### src/rtl/rect_arbiter.sv
`default_nettype none
// ============================================================================
// Module   : rect_arbiter
// Purpose  : Round-robin arbiter for four requesters that captures the
//            granted requester's two's-complement sample and returns its
//            absolute value over a valid/ready output. It also counts how
//            many negative samples it has captured.
// Revision : 1.0 - initial release
// ----------------------------------------------------------------------------
// Ports
//   clk        : clock, all state updates on the rising edge
//   rst_n      : asynchronous active-low reset
//   req[3:0]   : per-requester request, held until granted
//   in_data    : four packed N-bit samples, requester k on [k*N +: N]
//   out_ready  : downstream accepts the result
//   clr_count  : synchronous clear of neg_count (wins over an increment)
//   gnt[3:0]   : one-hot grant, single-cycle pulse in the grant cycle
//   busy       : high whenever the FSM is not idle
//   out_valid  : result valid
//   out_data   : absolute value of the captured sample
//   out_id     : index of the requester owning out_data
//   out_sat    : result was saturated
//   neg_count  : saturating count of negative samples captured
// Configuration
//   RECT_SAT_EN : when defined, the most-negative input saturates to the
//                 largest positive value and raises out_sat. When undefined,
//                 that input wraps to 2^(N-1) and out_sat is tied low.
// ============================================================================
module rect_arbiter #(
    parameter int N = 16
) (
    input  logic           clk,
    input  logic           rst_n,
    input  logic [3:0]     req,
    input  logic [4*N-1:0] in_data,
    input  logic           out_ready,
    input  logic           clr_count,
    output logic [3:0]     gnt,
    output logic           busy,
    output logic           out_valid,
    output logic [N-1:0]   out_data,
    output logic [1:0]     out_id,
    output logic           out_sat,
    output logic [15:0]    neg_count
);

    typedef enum logic [1:0] {
        S_IDLE = 2'd0,
        S_CALC = 2'd1,
        S_OUT  = 2'd2
    } state_t;

    localparam logic [N-1:0] c_one      = {{(N-1){1'b0}}, 1'b1};
    localparam logic [N-1:0] c_most_neg = {1'b1, {(N-1){1'b0}}};
    localparam logic [N-1:0] c_max_pos  = {1'b0, {(N-1){1'b1}}};
    localparam logic [15:0]  c_cnt_max  = 16'hFFFF;

    state_t       r_state;
    logic [1:0]   r_last_id;
    logic [N-1:0] r_sample;
    logic [1:0]   r_sample_id;

    logic         w_win_vld;
    logic [1:0]   w_win_id;
    logic [1:0]   w_cand;
    logic [N-1:0] w_win_sample;
    logic         w_capture;
    logic [N-1:0] w_abs;
    logic         w_sat;

    // Round-robin search starting just after the last served requester.
    // The fourth candidate wraps back to last_id itself, so it has the
    // lowest priority this round.
    always_comb begin
        w_win_vld = 1'b0;
        w_win_id  = r_last_id;
        w_cand    = r_last_id;
        for (int i = 1; i <= 4; i++) begin
            w_cand = r_last_id + 2'(i);
            if (!w_win_vld && req[w_cand]) begin
                w_win_vld = 1'b1;
                w_win_id  = w_cand;
            end
        end
    end

    assign w_win_sample = in_data[int'(w_win_id)*N +: N];
    assign w_capture    = (r_state == S_IDLE) && w_win_vld;

    // The grant has to be visible in the same cycle the winner is captured
    // (grant at T, result at T+2, next grant at T+3), so it is decoded from
    // the state register rather than registered. rst_n gating keeps it at
    // zero while reset is held, even if requests are already present.
    assign gnt  = (w_capture && rst_n) ? (4'b0001 << w_win_id) : 4'b0000;
    assign busy = (r_state != S_IDLE);

    // Absolute value of the captured sample.
    always_comb begin
        w_abs = r_sample[N-1] ? (~r_sample + c_one) : r_sample;
        w_sat = 1'b0;
`ifdef RECT_SAT_EN
        if (r_sample == c_most_neg) begin
            w_abs = c_max_pos;
            w_sat = 1'b1;
        end
`endif
    end

    always_ff @(posedge clk or negedge rst_n) begin
        if (!rst_n) begin
            r_state     <= S_IDLE;
            r_last_id   <= 2'd3;
            r_sample    <= '0;
            r_sample_id <= 2'd0;
            out_valid   <= 1'b0;
            out_data    <= '0;
            out_id      <= 2'd0;
            neg_count   <= 16'd0;
        end else begin
            if (clr_count) begin
                neg_count <= 16'd0;
            end else if (w_capture && w_win_sample[N-1] && (neg_count != c_cnt_max)) begin
                neg_count <= neg_count + 16'd1;
            end

            case (r_state)
                S_IDLE: begin
                    if (w_win_vld) begin
                        r_sample    <= w_win_sample;
                        r_sample_id <= w_win_id;
                        r_state     <= S_CALC;
                    end
                end
                S_CALC: begin
                    out_data  <= w_abs;
                    out_id    <= r_sample_id;
                    out_valid <= 1'b1;
                    r_state   <= S_OUT;
                end
                S_OUT: begin
                    if (out_ready) begin
                        out_valid <= 1'b0;
                        r_last_id <= out_id;
                        r_state   <= S_IDLE;
                    end
                end
                default: r_state <= S_IDLE;
            endcase
        end
    end

`ifdef RECT_SAT_EN
    always_ff @(posedge clk or negedge rst_n) begin
        if (!rst_n) begin
            out_sat <= 1'b0;
        end else if (r_state == S_CALC) begin
            out_sat <= w_sat;
        end
    end
`else
    assign out_sat = 1'b0;
`endif

endmodule
`default_nettype wire

### config.mk
export PLATFORM = sky130hd
export DESIGN_NAME = rect_arbiter
export DESIGN_NICKNAME = d
export VERILOG_FILES = /design/src/rtl/rect_arbiter.sv
export SDC_FILE = /design/constraint.sdc
export NUM_CORES = 1
export LEC_CHECK = 0
export BUFFER_PORTS_ARGS = -buffer_cell sky130_fd_sc_hd__buf_2
export CAP_MARGIN = 20
export CORE_MARGIN = 4
export CORE_UTILIZATION = 39
export CTS_CLUSTER_SIZE = 12
export DETAILED_ROUTE_END_ITERATION = 10
export GPL_TIMING_DRIVEN = 0
export SLEW_MARGIN = 20
export SYNTH_ARGS = -nofsm -noshare
export SYNTH_HDL_FRONTEND = slang
export SYNTH_SLANG_ARGS = --single-unit
### constraint.sdc
create_clock -name clk -period 2.5 [get_ports clk]
set_input_delay 0.375 -clock clk [delete_from_list [all_inputs] [get_ports clk]]
set_output_delay 0.375 -clock clk [all_outputs]
set_load 0.01 [all_outputs]
* After elaboration in Yosys (flattened, before gate mapping)
Index checks and enable logic that the tools add are counted.
Word-level totals: bits in registers 57, input bits 72, output and inout port bits 41, word-level logic and storage cells 68
Operators by class: order comparisons 4, shift operators 2, eq/ne operators 5, bitwise logic cells 1, $add $sub $neg 5, muxes and demuxes 25, reduce and logical (&&, ||, !) cells 18
Operators by type and width (number):
- $shiftx A64 B7 Y16 | 1
- $mux W16 | 3
- $add A16 B1 Y16 const B | 2
- $ne A16 B16 Y1 const B | 1
- $not A16 Y16 | 1
- $lt A2 B3 Y1 const B | 4
- $mux W2 | 6
- $mux W1 | 9
- $bmux W1 S2 | 4
- $reduce_and A2 Y1 | 4
- $logic_and A1 B1 Y1 | 7
- $pmux W2 S3 | 1
- $reduce_bool A2 Y1 | 3
- $add A2 B2 Y2 const B | 2
- $mux W4 | 1
- $ne A2 B2 Y1 const B | 2
- $shl A1 B2 Y4 const A | 1
- $logic_not A1 Y1 | 3
- $add A2 B1 Y2 const B | 1
- $eq A2 B1 Y1 const B | 1
- $eq A2 B2 Y1 const B | 1
- $logic_not A2 Y1 | 1
- $pmux W1 S2 | 1

* Depth between registers and ports, before layout
depth in word-level cells 18, gate-level depth with buffers 9, depth with buffers taken out 8

* Worst setup path after synthesis
OpenSTA, ideal clock, no wires.
path type register -> register, start point register r_last_id[1], end point register neg_count[13], arrival 2.108 ns, library setup time 0.127 ns, period minus slack after synthesis 2.235 ns, path slack 0.265 ns, stages on the path, launching flop included 9, required time 2.373 ns, buffers on the path 1, cells stage by stage dfstp_2 buf_6 nand2b_2 a21oi_2 o31a_2 nor3_2 nor3_4 nand4_1 mux2_1
Between the ends: longest elaborated chain between the ends 17, elaborated cells on any way between the ends 30, those cells by class add/sub (3); shift (1); mux (16); reduce/logical (10)
Ends and longest elaborated chain:
- start, declared | line 59 | logic [1:0] r_last_id;
- start signal, assigned | line 143 | r_last_id <= out_id;
- $add A2 B1 Y2 | line 79 | w_cand = r_last_id + 2'(i);
- $bmux W1 S2 | line 80 | if (!w_win_vld && req[w_cand]) begin
- $mux W1 (implied by the code) | line 80
- $mux W1 | line 80
- $logic_not A1 Y1 | line 80
- $logic_and A1 B1 Y1 | line 80
- $mux W1 | line 80
- $logic_not A1 Y1 | line 80
- $logic_and A1 B1 Y1 | line 80
- $mux W1 | line 80
- $logic_not A1 Y1 | line 80
- $logic_and A1 B1 Y1 | line 80
- $mux W2 or $mux W1 (tied branches) | line 80
- $shiftx A64 B7 Y16 or $logic_and A1 B1 Y1 (tied branches) | line 87, 88
- $logic_and A1 B1 Y1 * (2 in series) | line 122 | end else if (w_capture && w_win_sample[N-1] && (neg_count != c_cnt_max)) begin
- $reduce_bool A2 Y1 (no line) *
- end signal, assigned | line 123 | neg_count <= neg_count + 16'd1;
- end, declared | line 44 | output logic [15:0] neg_count
Every way passes the cells marked *; elsewhere a longest branch is shown, timed or not. The select of a mux whose other input is x is not followed. A chain may end at the register's enable or synchronous reset.

* Final worst setup path
start point register r_last_id[0], end point output port gnt[1]
Between the ends: longest elaborated chain between the ends 16, elaborated cells on any way between the ends 29, those cells by class add/sub (3); shift (1); mux (17); reduce/logical (8)
Ends and longest elaborated chain:
- $add A2 B1 Y2 | line 79
- $bmux W1 S2 | line 80
- $mux W1 (implied by the code) | line 80
- $mux W1 | line 80
- $logic_not A1 Y1 | line 80
- $logic_and A1 B1 Y1 | line 80
- $mux W1 | line 80
- $logic_not A1 Y1 | line 80
- $logic_and A1 B1 Y1 | line 80
- $mux W1 | line 80
- $logic_not A1 Y1 | line 80
- $logic_and A1 B1 Y1 | line 80
- $mux W1 | line 80
- $logic_and A1 B1 Y1 | line 88 | assign w_capture = (r_state == S_IDLE) && w_win_vld;
- $logic_and A1 B1 Y1 | line 94 | assign gnt = (w_capture && rst_n) ? (4'b0001 << w_win_id) : 4'b0000;
- $mux W4 * | line 94
- end, declared | line 38 | output logic [3:0] gnt,
Marked as above.

==> out/metrics.cfg <==
[logic_synthesis]
synthTopCellsByArea=dfrtp_1 41%, mux2_2 7.1%, nor2_1 4.5%
syn_nets=429
ys_seq_area_share_pct=42.7
yosys.cell_types.count=55
netlist_instances=355
ys_warn_count=0
synthTopCellsByCount=55 x dfrtp_1, 40 x nor2_1, 36 x nand2_1, 23 x a21oi_1, 22 x o21ai_0
synth_flop_cell=dfrtp_1
netlist_area_um2=3350
yosys.area.top_type=dfrtp_1
synth_edf_count=0
synth_mux_area_share_pct=9.30
synth_top_area_share_pct=41.1
synth.avg_cell_area_um2=9.43
synthSimpleGateAreaFrac_pct=20.5
ys_ff_latch=57
synth_compound_area_share_pct=17.5
yosysMostFrequentCell=dfrtp_1
synthArstFlopShare_pct=100
synthAdderAreaFrac_pct=0.747
synth_top_family_by_area=simple AND/OR/NAND/NOR gates
synth-xor-area-share_pct=5.49

[power]
total_power_uw=5210
p_sw_uw=2200
p_int_uw=3020
pwr_density_cell_nw_per_um2=1160
sw_frac_of_total_pct=42.1
vdd_drop_max_v=0.000489
pwr-share-seq_pct=30.5
pwr-share-comb_pct=52.7
p_clk_share_pct=16.9
power_leakage_uw=0.00208

[critical_path]
r2r-start=r_last_id[1]
r2r_cells=9
crit_required_ns=2.12
critPathLaunchType=flop
crit_type=reg -> out
cp_max_fo=10
worstPathArrival_ns=2.06
reg2reg_to=neg_count[3]
regToRegSetupSlack_ns=0.12
end_kind=primary output

[sta]
worstMarginPinSlew_ns=0.766
clock_skew_ns=0.00897
timing.setup.tns_ns=0
whs_ns=0.113
hold_viol=0
layout_min_cycle_time_ns=2.44
fmax_mhz=410
fin_crit_sh_pct=97.5
max_slew_margin_pct=48.9
report.final.slew_viol_count=0
finalSetupViolCount=0

[die]
rows=33
core_area_um2=8300
start_util_pct=40.3
dieWidth_um=101
dieArea_um2=10100
die_y_um=101
io_pins=113

[global_route]
grt_pass1_vias=3177
grt.overflow.total=0
grt_util_met3_pct=5.67
grt_max_degree=62
grt_util_met1_pct=24.8
antenna_found_initial=0
grt_pass1_wl_mm=15.8
grt_use_total_pct=19.9
grt.met2_usage_pct=33.8
grt.busiest_layer=met2

[clocking]
cts.sinks=57
clockBufferDepth=2
cts-root-buf=clkbuf_8
cts.hold.buffers_added=0
cts_tree=built
cts_buffers=9
clock_latency_ns=0.33
path_clk_slew_ns=0.07
h-tree-depth=3

[route]
drtPass1Iterations=8
drtAntennaViolNets=0
vias=3277
routed_wl_mm=10.0
vias_per_cell=5.45
drt-initial-drc-count=290
drcViolationCount=0
wl_per_cell_um=16.6

[hold_path]
hold_class=in -> async

[cells_and_area]
fin_area_um2=4480
diodes=0
nNetsFinal=565
syn2layout_area_growth_pct=33.8
drive_gt1_share_pct=39.7

[placed_design]
hpwl_mm=7.45
io_buffers=109
placed_area_um2=4030
place_congestion=0.856

[run]
cap_violations=0

[run_status]
status=completed

sequential cells by signal, indices dropped and copies added (netlist names):
register     cells
r_sample        16
out_valid        1
r_last_id        2
out_data        16
r_sample_id      2
neg_count       16
r_state          2
out_id           2
worst max-delay path: stages (launching register included):
cell and delay (ns):
dfstp_2 0.53, buf_6 0.14, nand2b_1 0.11, a21oi_4 0.26
nor3_4 0.08, buf_12 0.16, nor2_4 0.11, and3_1 0.19
buf_2 0.15
cells in the final DEF (no fill, tap or decap), types with 4 or more instances in the layout:
cell type	instances
clkbuf_8	10
nor4_1	5
nor3_4	4
nor3_1	4
xnor2_1	10
inv_1	5
nand2b_1	6
mux2_2	21
a21oi_1	23
mux2_1	4
buf_4	19
and3_1	8
clkbuf_1	10
a222oi_1	14
buf_2	109
o21ai_0	22
nor2b_1	5
nand2_1	36
nand4_1	4
xor2_1	11
dfrtp_1	55
nand3_1	8
clkinvlp_4	4
nor2_1	39
routing by layer:
layer	vias to the layer above	wire length, um	share of wire (%)
met2	123	4920	49
met3	14	702	7.0
met1	1570	4170	42
met5	-	0	0
li1	1570	-	-
met4	0	202	2.0
layout make-up:
cell class                      instances  area (um2)
Inverter                                6        26.3
Timing Repair Buffer                  125         681
Clock inverter                          6        66.3
Buffer                                 19         124
Multi-Input combinational cell        273        1890
Fill cell                             769        3820
Sequential cell                        57        1430
Tap cell                              105         131
Clock buffer                           10         138
how the worst max path moves through the flow:
stage            startpoint            end  slack, ns  cells past startpoint
2_1_floorplan  r_last_id[1]  neg_count[13]       0.26                      8
3_3_place_gp   r_last_id[0]         gnt[1]      -0.31                      8
3_5_place_dp   r_last_id[0]         gnt[1]      -0.29                      8
4_1_cts        r_last_id[1]         gnt[1]      -0.02                      8
5_1_grt        r_last_id[0]         gnt[1]      -0.03                      8
6_report       r_last_id[0]         gnt[1]       0.06                      8
power by group through the flow:
| stage | clock, uW | sequential (uW) | combinational, uW |
|---|---|---|---|
| finish | 879 | 1590 | 2750 |
| global route | 953 | 1650 | 3010 |
| CTS | 898 | 1590 | 2510 |
| detailed placement | 0 | 1610 | 2350 |
| global placement | 0 | 1590 | 2310 |
| floorplan | 0 | 1610 | 1580 |
timing repair:
action | 4_1_cts | 5_1_grt
setup endpoints to repair | 20 | 13
setup buffers | 7 | 9
gates resized for setup | 10 | 16
pin swaps | 4 | 5
stage by stage:
step | worst slack [ns] | utilization [%] | cells
floorplan | 0.265 | - | 355
global placement | -0.306 | 48.5 | 569
detailed placement | -0.291 | 48.5 | 569
CTS | -0.0181 | 52.1 | 592
global route | -0.0284 | 54.0 | 601
finish | 0.0630 | 54.0 | 601
logic make-up (layout without fill, tap and decap cells):
| group | Yosys count | count (layout) |
|---|---|---|
| buffers and inverters | 25 | 166 |
| DFF | 57 | 57 |
| and+or+nand+nor | 135 | 135 |
| muxes | 28 | 28 |
| other | 1 | 1 |
| adders and majority gates | 2 | 2 |
| AOI/OAI and AO/OA | 86 | 86 |
| xor gates and xnor gates | 21 | 21 |
Note: power is estimated with default switching activity, not from simulation.
